<file path="src/rtl/ir_pkg.sv">
// Shared types and constants for the instruction-byte decoder: FSM states,
// opcode values and the reserved operand-length code.
package ir_pkg;

   typedef enum logic [2:0] {
      ST_IDLE   = 3'd0,
      ST_OPND1  = 3'd1,
      ST_OPND2  = 3'd2,
      ST_EMIT   = 3'd3,
      ST_HALTED = 3'd4
   } state_e;

   localparam logic [3:0] OP_NOP      = 4'h0;
   localparam logic [3:0] OP_LOAD_TOK = 4'h1;
   localparam logic [3:0] OP_LOAD_W   = 4'h2;
   localparam logic [3:0] OP_MAC      = 4'h3;
   localparam logic [3:0] OP_SOFTMAX  = 4'h4;
   localparam logic [3:0] OP_STORE    = 4'h5;
   localparam logic [3:0] OP_HALT     = 4'hF;

   localparam logic [1:0] LEN_ILLEGAL = 2'b11;

   // True when a header byte carries a usable operand-length code.
   function automatic logic len_is_legal(input logic [7:0] hdr);
      return hdr[3:2] != LEN_ILLEGAL;
   endfunction

endpackage

</file>
<file path="src/rtl/ir_decode_fsm.sv">
// Assembles a header byte plus 0..2 operand bytes into one decoded instruction,
// presented on a valid/ready output; a HALT opcode parks the decoder until reset.
module ir_decode_fsm
   import ir_pkg::*;
#(
   parameter int         OPND_W  = 16,
   parameter logic [3:0] HALT_OP = OP_HALT
) (
   input  logic              clock,
   input  logic              rst,
   input  logic [7:0]        data_in,
   input  logic              in_valid,
   output logic              in_ready,
   output logic              out_valid,
   input  logic              out_ready,
   output logic [3:0]        out_opcode,
   output logic [1:0]        out_dst,
   output logic [1:0]        out_len,
   output logic [OPND_W-1:0] out_operand,
   output logic              halted,
   output logic              err_illegal
);

   state_e              state_q, state_d;
   logic [3:0]          opcode_q, opcode_d;
   logic [1:0]          dst_q, dst_d;
   logic [1:0]          len_q, len_d;
   logic [OPND_W-1:0]   operand_q, operand_d;
   logic                out_valid_q, out_valid_d;
   logic                halted_q, halted_d;
   logic                err_q, err_d;
   logic                accept;

   // Gated by rst so the stream sees back-pressure for the whole reset window.
   assign in_ready = !rst && ((state_q == ST_IDLE) || (state_q == ST_OPND1) ||
                              (state_q == ST_OPND2));
   assign accept   = in_valid && in_ready;

   always_comb begin
      state_d   = state_q;
      opcode_d  = opcode_q;
      dst_d     = dst_q;
      len_d     = len_q;
      operand_d = operand_q;
      err_d     = 1'b0;

      case (state_q)
         ST_IDLE: begin
            if (accept) begin
               if (!len_is_legal(data_in)) begin
                  err_d = 1'b1;
               end else begin
                  opcode_d  = data_in[7:4];
                  len_d     = data_in[3:2];
                  dst_d     = data_in[1:0];
                  operand_d = '0;
                  state_d   = (data_in[3:2] == 2'd0) ? ST_EMIT : ST_OPND1;
               end
            end
         end
         ST_OPND1: begin
            if (accept) begin
               operand_d[7:0] = data_in;
               state_d        = (len_q == 2'd1) ? ST_EMIT : ST_OPND2;
            end
         end
         ST_OPND2: begin
            if (accept) begin
               operand_d[15:8] = data_in;
               state_d         = ST_EMIT;
            end
         end
         ST_EMIT: begin
            if (out_ready) begin
               state_d = (opcode_q == HALT_OP) ? ST_HALTED : ST_IDLE;
            end
         end
         ST_HALTED: state_d = ST_HALTED;
         default:   state_d = ST_IDLE;
      endcase

      out_valid_d = (state_d == ST_EMIT);
      halted_d    = (state_d == ST_HALTED);
   end

   always_ff @(posedge clock) begin
      if (rst) begin
         state_q     <= ST_IDLE;
         opcode_q    <= '0;
         dst_q       <= '0;
         len_q       <= '0;
         operand_q   <= '0;
         out_valid_q <= 1'b0;
         halted_q    <= 1'b0;
         err_q       <= 1'b0;
      end else begin
         state_q     <= state_d;
         opcode_q    <= opcode_d;
         dst_q       <= dst_d;
         len_q       <= len_d;
         operand_q   <= operand_d;
         out_valid_q <= out_valid_d;
         halted_q    <= halted_d;
         err_q       <= err_d;
      end
   end

   assign out_valid   = out_valid_q;
   assign out_opcode  = opcode_q;
   assign out_dst     = dst_q;
   assign out_len     = len_q;
   assign out_operand = operand_q;
   assign halted      = halted_q;
   assign err_illegal = err_q;

endmodule
</file>
<file path="config.mk">
export PLATFORM = sky130hd
export DESIGN_NAME = ir_decode_fsm
export DESIGN_NICKNAME = d
export VERILOG_FILES = /design/src/rtl/ir_pkg.sv /design/src/rtl/ir_decode_fsm.sv
export SDC_FILE = /design/constraint.sdc
export NUM_CORES = 1
export LEC_CHECK = 0
export CAP_MARGIN = 20
export CORE_AREA = 2 2 54 56
export DETAILED_ROUTE_END_ITERATION = 7
export DIE_AREA = 0 0 56 58
export GPL_TIMING_DRIVEN = 1
export PLACE_DENSITY_LB_ADDON = 0.12
export SLEW_MARGIN = 20
export SYNTH_ARGS = -nofsm -noshare
export SYNTH_HDL_FRONTEND = slang
export SYNTH_SLANG_ARGS = --single-unit
</file>
<file path="constraint.sdc">
create_clock -name clock -period 2.25 [get_ports clock]
set_clock_uncertainty 0.15 [all_clocks]
set_input_delay 0.45 -clock clock [delete_from_list [all_inputs] [get_ports clock]]
set_output_delay 0.45 -clock clock [all_outputs]
set_load 0.02 [all_outputs]
</file>
Word level (Yosys, flattened, before mapping)
Cells that the tools add are included.

Register bits after elaboration: 30. Bits in latches: 0. RAM bits: 0. Bits in read-only memories: 0. Output and inout bits: 28. Memories: 0.

Add/sub/neg operators: 0. $mul: 0. Div/mod/pow operators: 0. Order comparisons: 0. Eq/ne operators: 13. Shift operators: 0. Mux-type cells: 15. Bitwise operators: 2. Reductions and logical operators: 13.

Operators with widths (number): two-way mux 16 bit (2); case mux 8 bit (2 select lines) (2); two-way mux 3 bit (6); case mux 3 bit (5 select lines) (1); equality test 3 x 2 -> 1 bit, second input constant (3); two-way mux 8 bit (1); != test 2 bit, second input constant (4); AND reduction 4 bit (2); equality test 3 bit, second input constant (2); equality test 4 bit, second input constant (1); nonzero test 2 bit (2); equality test 3 x 1 -> 1 bit, second input constant (1); zero test 3 bit (1); AND reduction 3 bit (1); OR reduction 3 bit (1); equality test 2 x 1 -> 1 bit, second input constant (1); logical AND 1 bit (2); zero test 2 bit (1); logical OR 1 bit (2); two-way mux 1 bit (2); two-way mux 2 bit (1); != test 2 x 1 -> 1 bit, second input constant (1); NOT 1 bit (2); zero test 1 bit (1).

Longest topological paths before layout
Depth after elaboration: 8. Mapped depth: 5. Mapped depth without buffers: 3.

Worst setup path after synthesis
No wires, ideal clock.

Kind: input-to-output. From: input rst. To: output in_ready. Arrival: 1339 ps. Setup slack: 311 ps. Cell stages on the path: 3. Path through: clkbuf_2 clkbuf_1 a211oi_1.

Word-level cells in the longest chain between the ends: 2.

RTL lines: start, declared (line ir_decode_fsm.sv:10) `input logic rst,`; zero test 1 bit (line ir_decode_fsm.sv:35) `assign in_ready = !rst && ((state_q == ST_IDLE) || (state_q == ST_OPND1) ||`; logical AND 1 bit (line ir_decode_fsm.sv:35); end, declared (line ir_decode_fsm.sv:13) `output logic in_ready,`.

Every way passes these cells.

Worst setup path after layout
Same ends and word-level chain as after synthesis.

==> results.json <==
{
  "cts-buffers-inserted": 5,
  "multi_input_area_um2": 515,
  "grt_max_degree": 17,
  "fin_crit_sh_pct": 91.0,
  "cts_buffer_depth": 2,
  "synth-edff-count": 0,
  "syn_inst": 116,
  "seqCellArea_um2": 601,
  "cts_max_level": 2,
  "hold_viol_final": 0,
  "post-place-ws_ns": -0.102,
  "crit_path_end_kind": "primary output",
  "cp.arrival_ns": 1.45,
  "cts_root_buffer": "clkbuf_4",
  "yosysUniqueCellTypes": 33,
  "drv_cap": 0,
  "required_ns": 1.65,
  "power_density_mw_per_mm2": 658,
  "p_leak_nw": 0.628,
  "drtPass1Iterations": 4,
  "timing.hold.ws_ns": 0.331,
  "antenna_left": 0,
  "nets": 171,
  "drv_slew": 0,
  "die-width_um": 56,
  "worst_slew_pin_slew_ns": 0.591,
  "wl_per_cell_um": 15.3,
  "synth_ff_type": "dfxtp_1",
  "p_total_w": 0.00111,
  "wirelength_um": 2920,
  "syn_area_mm2": 0.00119,
  "ios": 40,
  "r2r-start": "state_q[0]",
  "worstHoldPathCells": 1,
  "antennaDiodeCount": 0,
  "row_count": 19,
  "fin_ws_ns": 0.202,
  "rr_endpoint": "out_dst[0]",
  "final_cell_mix": "clkdlybuf4s50_1, dfxtp_1, a21oi_1",
  "final_common_cell": "clkdlybuf4s50_1",
  "run_status": "completed",
  "cts_tree": "done",
  "regToRegSetupSlack_ns": 0.48,
  "clock.fmax_mhz": 488,
  "worst_skew_pair.late_latency_ns": 0.32,
  "grtUsageTotal_pct": 19.4,
  "ys_ff_latch": 30,
  "clock_sinks": 30,
  "fillers": 240,
  "grt.overflow.total": 0,
  "gp_congestion": 0.807,
  "critPathMaxFanout": 2,
  "via_per_inst": 5.62,
  "setup_viol": 0,
  "grt_pass1_wl_um": 4840,
  "worstSetupStartpointType": "primary input",
  "rr_worst_depth": 4,
  "min-delay-start": "out_operand[10]",
  "drt_iter0_drc": 26,
  "rsz0062_at_grt": "false",
  "die-area_mm2": 0.00325,
  "grt_pass1_vias": 1075,
  "max_slew_margin_pct": 60.6,
  "postCtsHoldBufs": 0,
  "grt_antenna_before_repair": 0,
  "ys_seq_area_share_pct": 50.6,
  "syn_area_per_cell_um2": 10.2,
  "drc_errors": 0,
  "dp_hpwl_um": 2050,
  "tns_ns": 0,
  "clk_pin_slew_ns": 0.09,
  "path_class": "primary input to primary output",
  "area_delta_synth_final_pct": 41.6,
  "vias": 1073,
  "async_flop_share_pct": 0,
  "whs_endpoint": "out_operand[10]",
  "period_needed_ns": 2.05,
  "cts_setup_buffers": 0,
  "yosysWarningCount": 0,
  "portBuffers": 39,
  "drive_above_1_share_pct": 16.3,
  "core_area_mm2": 0.00266,
  "fp.dieH_um": 58,
  "hold_class": "flop to flop",
  "ir_drop_mv": 0.492,
  "synth_fp_nets": 128,
  "start_util_pct": 44.5
}
cell usage after synthesis, types with 3 or more instances:
master / count / area [µm²]
buf_2: 3 / 15.0
buf_6: 3 / 33.8
nand3_1: 8 / 40.0
a22o_2: 8 / 80.1
o21ai_1: 8 / 40.0
nor3b_1: 3 / 22.5
dfxtp_1: 30 / 601
a22o_1: 8 / 70.1
nor2_1: 5 / 18.8
nor2b_1: 3 / 18.8
a21oi_1: 10 / 50.1
final cells by class:
type	instances	share of cell area [%]
clock buffer	8	4.69
inverter	1	0.224
multi-input combinational	75	30.7
sequential	30	35.8
tap	31	2.31
timing repair buffer	46	26.3
worst max-delay path, stage by stage:
cell	delay [ns]
clkdlybuf4s50_1	0.43
a211oi_1	0.19
dlygate4sd2_1	0.37
cells by family (layout without fill, tap and decap cells):
group / Yosys count / in the layout / share of synthesized area [%]
AO/OA/AOI/OAI: 45 / 45 / 27.2
buffers and inverters: 11 / 55 / 5.91
flip-flops: 30 / 30 / 50.6
AND/OR/NAND/NOR: 30 / 30 / 16.2
where the power goes:
part | internal, W | switching (W)
clock | 0.000213 | 0.000182
sequential | 0.000546 | 0.0000102
combinational | 0.0000726 | 0.0000814
flip-flops by register name, indices dropped and copies added (netlist names):
register	flops
err_illegal	1
halted	1
out_dst	2
out_len	2
out_opcode	4
out_operand	16
out_valid	1
state_q	3
worst max path at each step:
stage	from	endpoint	cells past startpoint
detailed placement	rst	in_ready	3
CTS	rst	in_ready	3
global route	rst	in_ready	3
floorplan	rst	in_ready	3
global placement	rst	in_ready	3
finish	rst	in_ready	3
layer usage:
metal / global-route usage (%) / vias up / part of all wire [%]
li1: - / 519 / -
met3: 8.04 / 7 / 6.0
met2: 29.9 / 37 / 47
met5: 0 / - / 0
met4: 7.48 / 0 / 2.2
met1: 24.3 / 510 / 45
per-stage QoR:
stage               utilization (%)  area (µm²)  instances
floorplan                         -        1190        116
global placement               60.2        1600        183
detailed placement             60.2        1600        183
CTS                            63.1        1680        191
global route                   63.1        1680        191
finish                         63.1        1680        191
what timing repair did:
action | CTS | global route
endpoints found under the hold margin | 0 | 0
setup endpoints to repair | 1 | 0
resized for setup | 1 | 0
(Power assumes the default switching activity.)
